==> config.mk <==
export PLATFORM = sky130hd
export DESIGN_NAME = qspi_flash_resp
export DESIGN_NICKNAME = d
export VERILOG_FILES = /design/src/rtl/qspi_flash_resp.sv
export SDC_FILE = /design/constraint.sdc
export NUM_CORES = 1
export LEC_CHECK = 0
export BUFFER_PORTS_ARGS = -buffer_cell sky130_fd_sc_hd__buf_2
export CORE_ASPECT_RATIO = 0.9
export CORE_MARGIN = 1
export CORE_UTILIZATION = 40
export DETAILED_ROUTE_END_ITERATION = 6
export HOLD_SLACK_MARGIN = 0.12
export PLACE_DENSITY = 0.7
export SETUP_SLACK_MARGIN = 0.3
export SLEW_MARGIN = 10
export SYNTH_ARGS = -nofsm -noshare
export SYNTH_HDL_FRONTEND = slang
export SYNTH_SLANG_ARGS = --single-unit
==> constraint.sdc <==
create_clock -name clk -period 4 [get_ports clk]
set_input_delay 0.6 -clock clk [delete_from_list [all_inputs] [get_ports clk]]
set_output_delay 0.6 -clock clk [all_outputs]
set_load 0.005 [all_outputs]
==> src/rtl/qspi_flash_resp.sv <==
// qspi_flash_resp: SPI mode-0 read-only NOR-flash responder fed from a synchronous byte-wide memory port.
// Define QSPI_FLASH_RESP_QUAD_EN to add opcode 0x6B (quad output fast read); otherwise 0x6B is rejected.
module qspi_flash_resp #(
    parameter int          ADDR_W    = 24,
    parameter logic [23:0] JEDEC_ID  = 24'hEF4018,
    parameter int          DUMMY_CYC = 8
) (
    input  logic              clk,
    input  logic              rst,
    input  logic              spi_sck,
    input  logic              spi_cs_n,
    input  logic [3:0]        spi_dq_i,
    output logic [3:0]        spi_dq_o,
    output logic [3:0]        spi_dq_oe,
    output logic              mem_req,
    output logic [ADDR_W-1:0] mem_addr,
    input  logic [7:0]        mem_rdata,
    output logic              busy,
    output logic              cmd_err
);
`ifdef QSPI_FLASH_RESP_QUAD_EN
    localparam bit QUAD = 1'b1;
`else
    localparam bit QUAD = 1'b0;
`endif

    typedef enum logic [2:0] {
        S_IDLE, S_CMD, S_ADDR, S_DUMMY, S_DATA, S_ID, S_IGNORE
    } state_t;

    logic [2:0]        sck_q, cs_q;
    logic [3:0]        dq_s1_q, dq_s2_q;
    state_t            state_q, state_d;
    logic [7:0]        cnt_q, cnt_d;
    logic [7:0]        sr_q, sr_d;
    logic [23:0]       addr_sh_q, addr_sh_d;
    logic [7:0]        op_q, op_d;
    logic [1:0]        id_idx_q, id_idx_d;
    logic [7:0]        pre_q, pre_d;
    logic              req_dly_q;
    logic [3:0]        dq_o_q, dq_o_d;
    logic              mem_req_q, mem_req_d;
    logic [ADDR_W-1:0] mem_addr_q, mem_addr_d;
    logic              cmd_err_q, cmd_err_d;

    logic        sck_rise, sck_fall, cs_high, cs_fall, din, quad, unused_dq;
    logic [23:0] addr_full;
    logic [7:0]  id_byte, src;
    logic [7:0]  last_bit;

    // Third SCK/CS stage exists only to form edge events against the synchronized value.
    always_ff @(posedge clk or posedge rst) begin
        if (rst) begin
            sck_q   <= '0;
            cs_q    <= '1;
            dq_s1_q <= '0;
            dq_s2_q <= '0;
        end else begin
            sck_q   <= {sck_q[1:0], spi_sck};
            cs_q    <= {cs_q[1:0], spi_cs_n};
            dq_s1_q <= spi_dq_i;
            dq_s2_q <= dq_s1_q;
        end
    end

    assign sck_rise  = sck_q[1] & ~sck_q[2];
    assign sck_fall  = ~sck_q[1] & sck_q[2];
    assign cs_high   = cs_q[1];
    assign cs_fall   = cs_q[2] & ~cs_q[1];
    assign din       = dq_s2_q[0];
    assign unused_dq = ^dq_s2_q[3:1];
    assign addr_full = {addr_sh_q[22:0], din};
    assign quad      = QUAD && (op_q == 8'h6B);
    assign last_bit  = quad ? 8'd1 : 8'd7;

    always_comb begin
        case (id_idx_q)
            2'd0:    id_byte = JEDEC_ID[23:16];
            2'd1:    id_byte = JEDEC_ID[15:8];
            default: id_byte = JEDEC_ID[7:0];
        endcase
    end

    always_ff @(posedge clk or posedge rst) begin
        if (rst) begin
            state_q    <= S_IDLE;
            cnt_q      <= '0;
            sr_q       <= '0;
            addr_sh_q  <= '0;
            op_q       <= '0;
            id_idx_q   <= '0;
            pre_q      <= '0;
            req_dly_q  <= 1'b0;
            dq_o_q     <= '0;
            mem_req_q  <= 1'b0;
            mem_addr_q <= '0;
            cmd_err_q  <= 1'b0;
        end else begin
            state_q    <= state_d;
            cnt_q      <= cnt_d;
            sr_q       <= sr_d;
            addr_sh_q  <= addr_sh_d;
            op_q       <= op_d;
            id_idx_q   <= id_idx_d;
            pre_q      <= pre_d;
            req_dly_q  <= mem_req_q;
            dq_o_q     <= dq_o_d;
            mem_req_q  <= mem_req_d;
            mem_addr_q <= mem_addr_d;
            cmd_err_q  <= cmd_err_d;
        end
    end

    always_comb begin
        state_d    = state_q;
        cnt_d      = cnt_q;
        sr_d       = sr_q;
        addr_sh_d  = addr_sh_q;
        op_d       = op_q;
        id_idx_d   = id_idx_q;
        pre_d      = req_dly_q ? mem_rdata : pre_q;
        dq_o_d     = dq_o_q;
        mem_req_d  = 1'b0;
        mem_addr_d = mem_addr_q;
        cmd_err_d  = 1'b0;
        src        = sr_q;
        // CS_n high is checked first so it beats a coincident SCK edge event.
        if (cs_high && state_q != S_IDLE) begin
            state_d = S_IDLE;
            cnt_d   = '0;
            dq_o_d  = '0;
        end else begin
            case (state_q)
                S_IDLE: begin
                    cnt_d    = '0;
                    id_idx_d = '0;
                    if (cs_fall) state_d = S_CMD;
                end
                S_CMD: if (sck_rise) begin
                    sr_d  = {sr_q[6:0], din};
                    cnt_d = cnt_q + 8'd1;
                    if (cnt_q == 8'd7) begin
                        cnt_d = '0;
                        op_d  = {sr_q[6:0], din};
                        case ({sr_q[6:0], din})
                            8'h03, 8'h0B: state_d = S_ADDR;
                            8'h9F:        state_d = S_ID;
                            8'h6B: begin
                                if (QUAD) begin
                                    state_d = S_ADDR;
                                end else begin
                                    state_d   = S_IGNORE;
                                    cmd_err_d = 1'b1;
                                end
                            end
                            default: begin
                                state_d   = S_IGNORE;
                                cmd_err_d = 1'b1;
                            end
                        endcase
                    end
                end
                S_ADDR: if (sck_rise) begin
                    addr_sh_d = addr_full;
                    cnt_d     = cnt_q + 8'd1;
                    if (cnt_q == 8'd23) begin
                        cnt_d      = '0;
                        mem_req_d  = 1'b1;
                        mem_addr_d = addr_full[ADDR_W-1:0];
                        state_d    = (op_q == 8'h03 || DUMMY_CYC == 0) ? S_DATA : S_DUMMY;
                    end
                end
                S_DUMMY: if (sck_rise) begin
                    cnt_d = cnt_q + 8'd1;
                    if (cnt_q == 8'(DUMMY_CYC - 1)) begin
                        cnt_d   = '0;
                        state_d = S_DATA;
                    end
                end
                S_DATA, S_ID: if (sck_fall) begin
                    // Byte boundary: take the prefetched (or ID) byte and prefetch the next address.
                    if (cnt_q == '0) begin
                        if (state_q == S_DATA) begin
                            src        = pre_q;
                            mem_req_d  = 1'b1;
                            mem_addr_d = mem_addr_q + ADDR_W'(1);
                        end else begin
                            src      = id_byte;
                            id_idx_d = (id_idx_q == 2'd2) ? 2'd0 : id_idx_q + 2'd1;
                        end
                    end
                    if (quad) begin
                        dq_o_d = src[7:4];
                        sr_d   = {src[3:0], 4'h0};
                    end else begin
                        dq_o_d = {2'b00, src[7], 1'b0};
                        sr_d   = {src[6:0], 1'b0};
                    end
                    cnt_d = (cnt_q == last_bit) ? 8'd0 : cnt_q + 8'd1;
                end
                default: ;
            endcase
        end
    end

    always_comb begin
        spi_dq_oe = '0;
        if (state_q == S_DATA) spi_dq_oe = quad ? 4'hF : 4'b0010;
        else if (state_q == S_ID) spi_dq_oe = 4'b0010;
    end

    assign spi_dq_o = dq_o_q;
    assign mem_req  = mem_req_q;
    assign mem_addr = mem_addr_q;
    assign cmd_err  = cmd_err_q;
    assign busy     = ~cs_high;

endmodule

==> metrics.md, run 1 <==
| Metric | Value |
|---|---|
| Status | `complete, no violations` |
| Category of the worst setup path capture point | `primary output` |
| Overall power after layout | `2843 uW` |
| Main combinational cell family by area after synthesis | `simple AND/OR/NAND/NOR gates` |
| Die width | `116.6 um` |
| Fraction of power consumed by the clock network | `34.8%` |
| Maximum clock path buffer count | `2` |
| Setup slack at placement | `1.183 ns` |
| Data arrival at the endpoint of the critical path | `2.34 ns` |
| Sequential share of power | `43.5%` |
| Hold buffer count at cts | `1` |
| Max FO, Critical Path | `30` |
| Worst EP required | `3.40 ns` |
| Switch share | `31.71%` |
| Fin Hold WS | `0.3503 ns` |
| Post-route antenna net violation count | `0` |
| Post-CTS setup buffers | `0` |
| Complex-gate fraction of the synthesized area | `15.98%` |
| Library cell used as clock root buffer | `sky130_fd_sc_hd__clkbuf_16` |
| Router iterations before antenna repair | `5` |
| Number of antenna violations at the first check in global routing | `0` |
| Startpoint type of the worst setup path | `flip-flop` |
| Final Util | `47.09%` |
| Power per unit of standard cell area | `525.9 mW/mm^2` |
| Share of async-settable or async-resettable flops after synthesis | `100.0%` |
| Net switching power of the design | `901.4 uW` |
| Achievable Freq | `340.0 MHz` |
| Filler cell count | `1081` |
| Drt total wl | `10940 um` |
| Post-route setup slack | `1.058 ns` |
| EDFF count, synth | `0` |
| Clock latency at the later pin of the worst-skew pair | `0.35 ns` |
| Seq/Total Area, Yosys | `50.89%` |
| Clk pin slew, worst setup/hold paths | `0.07 ns` |
| Vias in the first global route | `3647` |
| Detailed placement HPWL | `7373 um` |
| Area delta synth->final | `14.34%` |
| Maximum number of pins on one net before global-route repair | `92` |
| Gate count of the mapped netlist | `468` |
| Post-DR wirelength/cell | `16.50 um` |
| Starting density of the core | `41.18%` |
| Number of instances resized during post-cts repair | `0` |
| CTS H-tree lvls | `3` |
| Least-Margin Pin Slew | `0.9552 ns` |
| Global-route wire length before repair | `18460 um` |
| Max-capacitance violation count | `0` |
| Share of the synthesized netlist area taken by xor and xnor gates | `0.3705%` |
| Cells traversed along the worst timing path | `nand2b_1 > buf_4 > clkinv_1 > buf_2` |
| Mux cell area share after synthesis | `10.19%` |
| Ys Warns | `0` |
| Core Footprint | `0.01148 mm^2` |
| Predominant post-synthesis flop cell | `sky130_fd_sc_hd__dfrtp_1` |
| Logic pwr share | `21.7%` |
| Master of the slowest instance on the critical path | `sky130_fd_sc_hd__dfrtp_1` |
| Leading cell types in the layout, fill and taps excluded | `sky130_fd_sc_hd__dfrtp_1, sky130_fd_sc_hd__nand2_1, sky130_fd_sc_hd__mux2_2, sky130_fd_sc_hd__buf_2, sky130_fd_sc_hd__o21ai_0` |
| Synthesized-area fraction occupied by and/or/nand/nor cells | `17.81%` |
| Total GRT Usage | `19.40%` |
| Total of endpoints with negative setup slack in the final report | `0` |
| Weighted congestion at the end of routability-driven global placement | `0.8040` |
| Shortest clock period the worst path allows after layout | `2.942 ns` |
| Start-to-end type of the worst setup path | `reg -> out` |
| Antenna diodes | `0` |
| Fraction of the mapped netlist area in adder cells | `0.7939%` |
| Fraction of final layout cells with drive strength greater than 1 | `22.29%` |
| Portion of the clock cycle consumed by the worst path in the final layout | `73.54%` |
| Die Ht | `105.1 um` |
| Sum of negative setup slack | `0 ns` |
| Clock sinks | `96` |
| Initial detailed-routing violation count | `346` |
| Gr ovfl total | `0` |
| Top Ports | `51` |
| Count of vias placed by the detailed router | `3794` |
| CTS tree | `yes` |
| Number of distinct standard cells referenced by the synthesized netlist | `62` |
| Internal | `1942 uW` |
| Maximum vdd ir drop | `0.0002244 V` |
| Leakage power | `0.002418 uW` |
| Number of buffers inserted during clock tree synthesis | `9` |
| Number of standard-cell rows in the floorplan | `37` |
| Number of flip-flops and latches in the synthesized netlist | `96` |
| Most common cell after layout, fill and taps aside | `sky130_fd_sc_hd__dfrtp_1` |
| Port bufs | `41` |
| Class of the worst hold path | `in -> reg` |
| Count of endpoints failing hold in the final timing report | `0` |
| Netlist area before placement | `0.004728 mm^2` |
| Setup repair after global routing missed its margin | `no` |
| Clock Skew | `0.003759 ns` |
| Count of unresolved DRC violations after routing | `0` |
| Die Area | `0.01226 mm^2` |
| # nets final | `521` |
| Mapped Avg Cell Area | `10.10 um^2` |
| Crit-path max cell delay | `0.63 ns` |
| Drt via density | `5.722` |
| Max-Slew Margin vs Limit | `35.73%` |
| Final count of pins violating max slew | `0` |
## flip-flops by register name (all words and copies together), names as in the netlist, 2 cells and up
name / flops
mem_addr: 24
pre_q: 8
sck_q: 3
state_q: 3
cnt_q: 8
cs_q: 3
addr_sh_q: 23
sr_q: 8
op_q: 8
id_idx_q: 2
## power groups by stage
| stage | logic (uW) | registers, uW | clock network [uW] |
|---|---|---|---|
| after global placement | 589 | 1240 | 0 |
| final | 618 | 1240 | 990 |
| after floorplan | 510 | 1180 | 0 |
| after global routing | 710 | 1260 | 1050 |
| after detailed placement | 610 | 1250 | 0 |
| after CTS | 615 | 1230 | 999 |
## cell families (layout without fill, tap and decap cells)
group / count (synthesis) / count (layout)
buf+inv: 40 / 74
compound gates: 117 / 117
simple gates: 166 / 166
flops: 96 / 96
other cells: 1 / 6
mux: 43 / 43
xor+xnor: 2 / 2
fa+ha+maj: 3 / 3
## through the flow
stage                     area, um^2  std cells
after floorplan                 4747        473
after global placement          5054        646
after detailed placement        5054        646
after CTS                       5406        663
after global routing            5406        663
final                           5406        663
## worst max-delay path, delay by kind of cell, from the launching register on
kind / cells / cell delay (ns)
buf+inv: 3 / 1.19
flops: 1 / 0.63
simple gates: 1 / 0.17
## area by class of cell
cell class                 count  area, um^2  share of cell area [%]
clock buffer                   9       225.2                   4.166
clock inverter                 7       117.6                   2.175
inverter                      12       47.55                  0.8794
multi-input combinational    337        2157                   39.90
sequential                    96        2406                   44.50
tap                          156       195.2                   3.610
timing repair buffer          46       257.7                   4.767
## metal layers
layer	wire length [um]	up-vias	track usage, %
met5	0	-	0
met4	203	0	7.324
met3	468	15	4.408
met2	5144	113	28.23
met1	5120	1886	27.96
li1	-	1780	-
## synth_stat cells (4+ instances only)
cell type | count | area [um^2]
sky130_fd_sc_hd__dfrtp_1 | 93 | 2327
sky130_fd_sc_hd__nand2_1 | 51 | 191.4
sky130_fd_sc_hd__mux2_2 | 41 | 461.7
sky130_fd_sc_hd__o21ai_0 | 30 | 150.1
sky130_fd_sc_hd__a21oi_1 | 28 | 140.1
sky130_fd_sc_hd__nor2_1 | 28 | 105.1
sky130_fd_sc_hd__nand3_1 | 24 | 120.1
sky130_fd_sc_hd__clkbuf_1 | 19 | 71.32
sky130_fd_sc_hd__inv_1 | 10 | 37.54
sky130_fd_sc_hd__nand4_1 | 9 | 56.30
sky130_fd_sc_hd__nor3_1 | 9 | 45.04
sky130_fd_sc_hd__nor4_1 | 7 | 43.79
sky130_fd_sc_hd__o21ai_1 | 7 | 35.03
sky130_fd_sc_hd__a211oi_1 | 6 | 45.04
sky130_fd_sc_hd__buf_4 | 6 | 45.04
sky130_fd_sc_hd__and3_1 | 5 | 31.28
sky130_fd_sc_hd__nor3b_1 | 5 | 37.54
sky130_fd_sc_hd__o211ai_1 | 5 | 37.54
sky130_fd_sc_hd__o31ai_1 | 5 | 37.54
sky130_fd_sc_hd__and4_1 | 4 | 35.03
sky130_fd_sc_hd__nand2b_1 | 4 | 25.02
sky130_fd_sc_hd__nor2b_1 | 4 | 25.02
sky130_fd_sc_hd__o22ai_1 | 4 | 25.02
## final timing paths
kind	start	to	slack, ns	depth (start not counted)
min in group asynchronous	rst	pre_q[3]	0.66	3
max in group asynchronous	rst	cs_q[0]	2.61	4
max reg2reg	state_q[1]	mem_addr[15]	1.07	7
min reg2reg	cs_q[0]	cs_q[1]	0.36	0
max	state_q[1]	spi_dq_oe[1]	1.06	4
min	spi_cs_n	cs_q[0]	0.35	1
No activity file was read; power rests on OpenSTA's default activity.
==> run 2: changes to the inputs <==
- PLACE_DENSITY: 0.7 -> 0.72
- clock period: 4 -> 2.6 ns (I/O delays scaled with it)
==> run 2 against run 1 <==
Compared with the run above:
- setup slack got worse by 0.68 ns
- clock skew increased by 0.0042 ns
- hold slack got worse by 0.22 ns
- sequential power increased by 53%
- largest power group unchanged
- count of clock-buffer cells in the layout unchanged
- highest routed layer unchanged
- total power increased by 55%
- clock power increased by 47%
==> metrics.md, run 2 (synthesized netlist as in run 1, its figures left out) <==
| Metric | Value |
|---|---|
| Status | `complete, no violations (unchanged)` |
| Fraction of power consumed by the clock network | `33.3% (was 34.8%)` |
| R2R depth | `6 (was 7)` |
| Leading cell types in the layout, fill and taps excluded | `sky130_fd_sc_hd__dfrtp_1, sky130_fd_sc_hd__nand2_1, sky130_fd_sc_hd__mux2_2, sky130_fd_sc_hd__buf_2, sky130_fd_sc_hd__o21ai_0 (unchanged)` |
| Weighted congestion at the end of routability-driven global placement | `0.8711 (was 0.8040)` |
| Library cell used as clock root buffer | `sky130_fd_sc_hd__clkbuf_16 (unchanged)` |
| Global-route wire length before repair | `19040 um (was 18460 um)` |
| Vias in the first global route | `3755 (was 3647)` |
| Count of unresolved DRC violations after routing | `0 (unchanged)` |
| Leakage power | `0.002477 uW (was 0.002418 uW)` |
| Core Footprint | `0.01148 mm^2 (unchanged)` |
| Portion of the clock cycle consumed by the worst path in the final layout | `85.52%` |
| Maximum clock path buffer count | `2 (unchanged)` |
| Count of endpoints failing hold in the final timing report | `0 (unchanged)` |
| Fraction of final layout cells with drive strength greater than 1 | `25.86% (was 22.29%)` |
| Max-capacitance violation count | `0 (unchanged)` |
| Maximum vdd ir drop | `0.0005754 V (was 0.0002244 V)` |
| Clk pin slew, worst setup/hold paths | `0.07 ns (about the same)` |
| Post-route antenna net violation count | `0 (unchanged)` |
| Internal | `2932 uW (was 1942 uW)` |
| Detailed-routed wire length on met3 | `690 um (was 468 um)` |
| Most common cell after layout, fill and taps aside | `sky130_fd_sc_hd__dfrtp_1 (unchanged)` |
| Post-DR wirelength/cell | `16.91 um (was 16.50 um)` |
| Total GRT Usage | `20.15% (was 19.40%)` |
| Filler cell count | `1079 (was 1081)` |
| Antenna diodes | `0 (unchanged)` |
| Die Ht | `105.1 um (unchanged)` |
| Max FO, Critical Path | `14 (was 30)` |
| Post-route setup slack | `0.3765 ns (was 1.058 ns)` |
| Die width | `116.6 um (unchanged)` |
| Achievable Freq | `449.7 MHz` |
| CTS H-tree lvls | `3 (unchanged)` |
| Worst EP required | `2.82 ns (was 3.40 ns)` |
| Met1 WL | `5241 um (was 5120 um)` |
| Switch share | `33.29% (was 31.71%)` |
| CTS tree | `yes (unchanged)` |
| Number of antenna violations at the first check in global routing | `0 (unchanged)` |
| Sequential share of power | `43.2% (was 43.5%)` |
| Net switching power of the design | `1463 uW (was 901.4 uW)` |
| Maximum number of pins on one net before global-route repair | `41 (was 92)` |
| Starting density of the core | `41.18% (unchanged)` |
| Initial detailed-routing violation count | `418 (was 346)` |
| Max reg flops | `24 (unchanged)` |
| Gr ovfl total | `0 (unchanged)` |
| Total of endpoints with negative setup slack in the final report | `0 (unchanged)` |
| Logic pwr share | `23.5% (was 21.7%)` |
| Setup repair after global routing missed its margin | `no (unchanged)` |
| Count of vias placed by the detailed router | `3957 (was 3794)` |
| Clock latency at the later pin of the worst-skew pair | `0.35 ns (about the same)` |
| Sum of met2 wire segment lengths after detailed routing | `5390 um (was 5144 um)` |
| Crit-path max cell delay | `0.58 ns (was 0.63 ns)` |
| Max-Slew Margin vs Limit | `58.28% (was 35.73%)` |
| # nets final | `540 (was 521)` |
| Die Area | `0.01226 mm^2 (unchanged)` |
| Drt total wl | `11530 um (was 10940 um)` |
| Category of the worst setup path capture point | `flip-flop (was primary output)` |
| Sum of negative setup slack | `0 ns (unchanged)` |
| Drt via density | `5.802 (was 5.722)` |
| Least-Margin Pin Slew | `0.6245 ns (was 0.9552 ns)` |
| Cells on Worst Hold Path | `1 (unchanged)` |
| Data arrival at the endpoint of the critical path | `2.45 ns (was 2.34 ns)` |
| Shortest clock period the worst path allows after layout | `2.224 ns` |
| Master of the slowest instance on the critical path | `sky130_fd_sc_hd__or4_4 (was sky130_fd_sc_hd__dfrtp_1)` |
| Port bufs | `41 (unchanged)` |
| Top Ports | `51 (unchanged)` |
| Uppermost layer routed | `met4 (unchanged)` |
| Area delta synth->final | `17.36% (was 14.34%)` |
| Setup slack at placement | `0.1812 ns (was 1.183 ns)` |
| Start-to-end type of the worst setup path | `reg -> reg (was reg -> out)` |
| Final count of pins violating max slew | `0 (unchanged)` |
| Cells traversed along the worst timing path | `or4_4 > nor4_1 > nand2_1 > buf_4 > o311ai_0 > o21ai_0 (was nand2b_1 > buf_4 > clkinv_1 > buf_2)` |
| Detailed placement HPWL | `7840 um (was 7373 um)` |
| Startpoint type of the worst setup path | `flip-flop (unchanged)` |
| Class of the worst hold path | `in -> reg (unchanged)` |
| Clock sinks | `96 (unchanged)` |
| Number of standard-cell rows in the floorplan | `37 (unchanged)` |
| Number of buffers inserted during clock tree synthesis | `9 (unchanged)` |
| Router iterations before antenna repair | `5 (unchanged)` |
| Clock Skew | `0.007961 ns (was 0.003759 ns)` |
| Power per unit of standard cell area | `792.0 mW/mm^2 (was 525.9 mW/mm^2)` |
[run 2: power groups by stage]
stage               Combinational, uW  Sequential [uW]  Clock [uW]
floorplan                         784             1810           0
global placement                  952             1900           0
detailed placement               1000             1920           0
CTS                              1020             1890        1480
global route                     1150             1920        1550
finish                           1030             1900        1460
[run 2: layout make-up]
type / instances / area (um^2) / share of cell area (%)
Tap cell: 156 / 195.2 / 3.517
Inverter: 12 / 53.80 / 0.9696
Clock buffer: 9 / 225.2 / 4.059
Clock inverter: 7 / 102.6 / 1.849
Sequential cell: 96 / 2407 / 43.38
Multi-Input combinational cell: 338 / 2172 / 39.14
Timing Repair Buffer: 64 / 392.9 / 7.080
[run 2: critical path, delay by kind of cell, from the launching register on]
kind,cells,cell delay (ns)
AO/OA/AOI/OAI,2,0.25
flip-flops,1,0.45
buffers and inverters,1,0.22
AND/OR/NAND/NOR,3,1.18
[run 2: through the flow]
stage	hold slack, ns	cells	power, uW	util (%)	instance area (um^2)
2_1_floorplan	0.3312	473	2593	-	4751
3_3_place_gp	0.3345	658	2850	44.82	5146
3_5_place_dp	0.3420	658	2916	44.82	5146
4_1_cts	0.1270	681	4396	48.25	5539
5_1_grt	0.1208	682	4624	48.33	5549
6_report	0.1305	682	4395	48.33	5549
[run 2: path summary, 6_finish.rpt]
path	from	endpoint	slack [ns]
max	cnt_q[3]	mem_addr[13]	0.38
min	spi_cs_n	cs_q[0]	0.13
max reg2reg	cnt_q[3]	mem_addr[13]	0.38
min reg2reg	dq_s1_q[0]	dq_s2_q[0]	0.36
max in group asynchronous	rst	addr_sh_q[12]	1.19
min in group asynchronous	rst	pre_q[5]	0.62
[run 2: timing repair]
item / in CTS / in global routing
gates cloned: 1 / 0
gates resized for setup: 3 / 2
endpoints found under the hold margin: 19 / 0
pin swaps: 3 / 1
setup buffers: 5 / 1
hold buffers: 1 / 0
setup endpoints to repair: 18 / 6
[run 2: per-layer routing]
| layer | track usage [%] | up-vias |
|---|---|---|
| li1 | - | 1832 |
| met1 | 28.09 | 1954 |
| met2 | 30.47 | 153 |
| met3 | 4.292 | 18 |
| met4 | 7.776 | 0 |
| met5 | 0 | - |
==> run 3: changes to the inputs <==
- CORE_UTILIZATION: 40 -> 55
- CTS_BUF_LIST: default -> sky130_fd_sc_hd__clkbuf_8
- PLACE_DENSITY: 0.72 -> 0.79
==> run 3 against run 2 <==
Compared with the run above:
- global-route usage grew 4.8 points
- sequential cell count is the same
- setup slack lost 0.020 ns
- fmax shrank 0.88%
- first-iteration DRC count shrank 31%
- register-to-register slack lost 0.02 ns
- via count shrank 0.63%
- largest cell class unchanged
- largest power group unchanged
==> metrics.md, run 3 (synthesized netlist as in run 1, its figures left out) <==
| Metric | Value |
|---|---|
| Status | `complete, no violations (unchanged)` |
| Logic pwr share | `25.8% (was 23.5%)` |
| Max-capacitance violation count | `0 (unchanged)` |
| Clock Skew | `0.01308 ns (was 0.007961 ns)` |
| Post-route antenna net violation count | `0 (unchanged)` |
| Capturing element of the worst setup path | `mem_addr[17] (was mem_addr[13])` |
| Net switching power of the design | `1333 uW (was 1463 uW)` |
| Post-layout instance count excluding filler cells | `639 (was 682)` |
| R2R depth | `5 (was 6)` |
| Count of vias placed by the detailed router | `3932 (was 3957)` |
| Sum of negative setup slack | `0 ns (unchanged)` |
| Startpoint type of the worst setup path | `flip-flop (unchanged)` |
| Die Ht | `89.96 um (was 105.1 um)` |
| Library cell used as clock root buffer | `sky130_fd_sc_hd__clkbuf_8 (was sky130_fd_sc_hd__clkbuf_16)` |
| Top Ports | `51 (unchanged)` |
| Total of endpoints with negative setup slack in the final report | `0 (unchanged)` |
| Maximum clock path buffer count | `2 (unchanged)` |
| Antenna diodes | `0 (unchanged)` |
| Register-to-Register Setup Slack | `0.36 ns (was 0.38 ns)` |
| Sequential share of power | `49.1% (was 43.2%)` |
| Port bufs | `41 (unchanged)` |
| Maximum number of pins on one net before global-route repair | `57 (was 41)` |
| Starting density of the core | `57.77% (was 41.18%)` |
| Final count of pins violating max slew | `0 (unchanged)` |
| Internal | `2541 uW (was 2932 uW)` |
| Core Footprint | `0.008184 mm^2 (was 0.01148 mm^2)` |
| Start of the worst register-to-register path | `cnt_q[3] (unchanged)` |
| Fin Hold WS | `0.1478 ns (was 0.1305 ns)` |
| Leading cell types in the layout, fill and taps excluded | `sky130_fd_sc_hd__dfrtp_1, sky130_fd_sc_hd__nand2_1, sky130_fd_sc_hd__mux2_2, sky130_fd_sc_hd__buf_2, sky130_fd_sc_hd__o21ai_0 (unchanged)` |
| Die Area | `0.008972 mm^2 (was 0.01226 mm^2)` |
| Category of the worst setup path capture point | `flip-flop (unchanged)` |
| Class of the worst hold path | `in -> reg (unchanged)` |
| Post-Place Cell Area | `0.005080 mm^2 (was 0.005146 mm^2)` |
| Data arrival at the endpoint of the critical path | `2.50 ns (was 2.45 ns)` |
| Cell count after placement | `615 (was 658)` |
| CTS H-tree lvls | `3 (unchanged)` |
| Clk pin slew, worst setup/hold paths | `0.09 ns (was 0.07 ns)` |
| Detailed placement HPWL | `7279 um (was 7840 um)` |
| Final Cell Area | `0.005390 mm^2 (was 0.005549 mm^2)` |
| Fraction of power consumed by the clock network | `25.1% (was 33.3%)` |
| # nets final | `540 (unchanged)` |
| Power per unit of standard cell area | `718.7 mW/mm^2 (was 792.0 mW/mm^2)` |
| Count of unresolved DRC violations after routing | `0 (unchanged)` |
| Maximum vdd ir drop | `0.0004815 V (was 0.0005754 V)` |
| Cells traversed along the worst timing path | `or4_4 > or4_4 > a21o_4 > buf_4 > o32a_1 (was or4_4 > nor4_1 > nand2_1 > buf_4 > o311ai_0 > o21ai_0)` |
| Vias in the first global route | `3620 (was 3755)` |
| Cell seen most often among critical-path stages | `sky130_fd_sc_hd__or4_4` |
| Clock latency at the later pin of the worst-skew pair | `0.36 ns (was 0.35 ns)` |
| Gr ovfl total | `0 (unchanged)` |
| Achievable Freq | `445.8 MHz (was 449.7 MHz)` |
| Number of buffers inserted during clock tree synthesis | `9 (unchanged)` |
| Max-Slew Margin vs Limit | `53.82% (was 58.28%)` |
| Area delta synth->final | `14.00% (was 17.36%)` |
| Shortest clock period the worst path allows after layout | `2.243 ns (was 2.224 ns)` |
| Portion of the clock cycle consumed by the worst path in the final layout | `86.28% (was 85.52%)` |
| Switch share | `34.41% (was 33.29%)` |
| Start-to-end type of the worst setup path | `reg -> reg (unchanged)` |
| Fraction of final layout cells with drive strength greater than 1 | `25.95% (was 25.86%)` |
| Post-DR wirelength/cell | `16.89 um (was 16.91 um)` |
| Worst EP required | `2.86 ns (was 2.82 ns)` |
| Setup repair after global routing missed its margin | `yes (was no)` |
| First element of the critical path | `cnt_q[3] (unchanged)` |
| Initial detailed-routing violation count | `287 (was 418)` |
| Clock sinks | `96 (unchanged)` |
| Leakage power | `0.002428 uW (was 0.002477 uW)` |
| CTS tree | `yes (unchanged)` |
| Endpoint of the most critical register-to-register path | `mem_addr[17] (was mem_addr[13])` |
| Number of antenna violations at the first check in global routing | `0 (unchanged)` |
| Drt via density | `6.153 (was 5.802)` |
| Count of endpoints failing hold in the final timing report | `0 (unchanged)` |
| Max reg flops | `24 (unchanged)` |
| Max FO, Critical Path | `6 (was 14)` |
| Post-route setup slack | `0.3567 ns (was 0.3765 ns)` |
| Weighted congestion at the end of routability-driven global placement | `0.8461 (was 0.8711)` |
| Global-route wire length before repair | `17580 um (was 19040 um)` |
| Setup slack at placement | `0.2414 ns (was 0.1812 ns)` |
| Crit-path max cell delay | `0.58 ns (about the same)` |
| Drt total wl | `10800 um (was 11530 um)` |
| Number of standard-cell rows in the floorplan | `31 (was 37)` |
| Die width | `99.74 um (was 116.6 um)` |
| Most common cell after layout, fill and taps aside | `sky130_fd_sc_hd__dfrtp_1 (unchanged)` |
| Master of the slowest instance on the critical path | `sky130_fd_sc_hd__or4_4 (unchanged)` |
| Router iterations before antenna repair | `5 (unchanged)` |
| Least-Margin Pin Slew | `0.6913 ns (was 0.6245 ns)` |
| Total GRT Usage | `24.96% (was 20.15%)` |
==> run 3: changes by cell type in the layout (fill, tap and decap cells not counted), moves of 2 or more <==
cell	delta
sky130_fd_sc_hd__clkinv_4	+3
sky130_fd_sc_hd__nor4_2	+2
sky130_fd_sc_hd__clkinvlp_4	-3
sky130_fd_sc_hd__nor4_1	-2
sky130_fd_sc_hd__dlygate4sd3_1	+2
sky130_fd_sc_hd__buf_4	-2
sky130_fd_sc_hd__clkbuf_8	+10
sky130_fd_sc_hd__clkbuf_16	-9
==> run 3: how the worst min path moves through the flow <==
stage / startpoint / endpoint / slack, ns / depth (start not counted)
after floorplan: dq_s1_q[0] / dq_s2_q[0] / 0.33 / 0
after global placement: rst / pre_q[1] / 0.30 / 2
after detailed placement: rst / pre_q[1] / 0.30 / 2
after CTS: spi_sck / sck_q[0] / 0.13 / 1
after global routing: spi_sck / sck_q[0] / 0.13 / 1
final: spi_sck / sck_q[0] / 0.15 / 1
==> run 3: cell type report <==
cell class / instances / area [um^2]
clock buffer: 10 / 137.6
multi-input combinational: 338 / 2193
fill: 644 / 2794
clock inverter: 4 / 56.30
timing repair buffer: 64 / 397.9
sequential: 96 / 2407
tap: 115 / 143.9
inverter: 12 / 53.80
==> run 3: worst max-delay path: cells and delay by family, from the launching register on <==
family | cells | cell delay, ns
buffers and inverters | 1 | 0.15
AO/OA/AOI/OAI | 2 | 0.42
flip-flops | 1 | 0.45
AND/OR/NAND/NOR | 2 | 1.12
==> run 3: layer usage <==
layer	global-route usage, %	vias up	share of wire [%]	wire [um]
met2	37.64	152	46	4922
met1	35.26	1929	46	4937
met5	0	-	0	0
met4	9.191	0	2.1	229
li1	-	1827	-	-
met3	5.832	24	6.5	706
==> run 3: repair_timing <==
item	4_1_cts	5_1_grt
setup endpoints to repair	17	23
cloned	0	1
gates resized for setup	2	9
buffers inserted	2	4
hold buffers	3	0
pin swaps	2	3
endpoints found under the hold margin	6	0
==> run 3: power groups by stage <==
stage                     Clock, uW  Sequential, uW  Combinational [uW]
after floorplan                   0            1810                 784
after global placement            0            1910                 925
after detailed placement          0            1920                 966
after CTS                       993            1900                 973
after global routing           1040            1930                1130
final                           971            1900                1000
==> run 3: per-stage QoR <==
step | total power [uW] | util (%)
after floorplan | 2593 | -
after global placement | 2837 | 62.07
after detailed placement | 2890 | 62.07
after CTS | 3864 | 65.08
after global routing | 4102 | 65.86
final | 3874 | 65.86
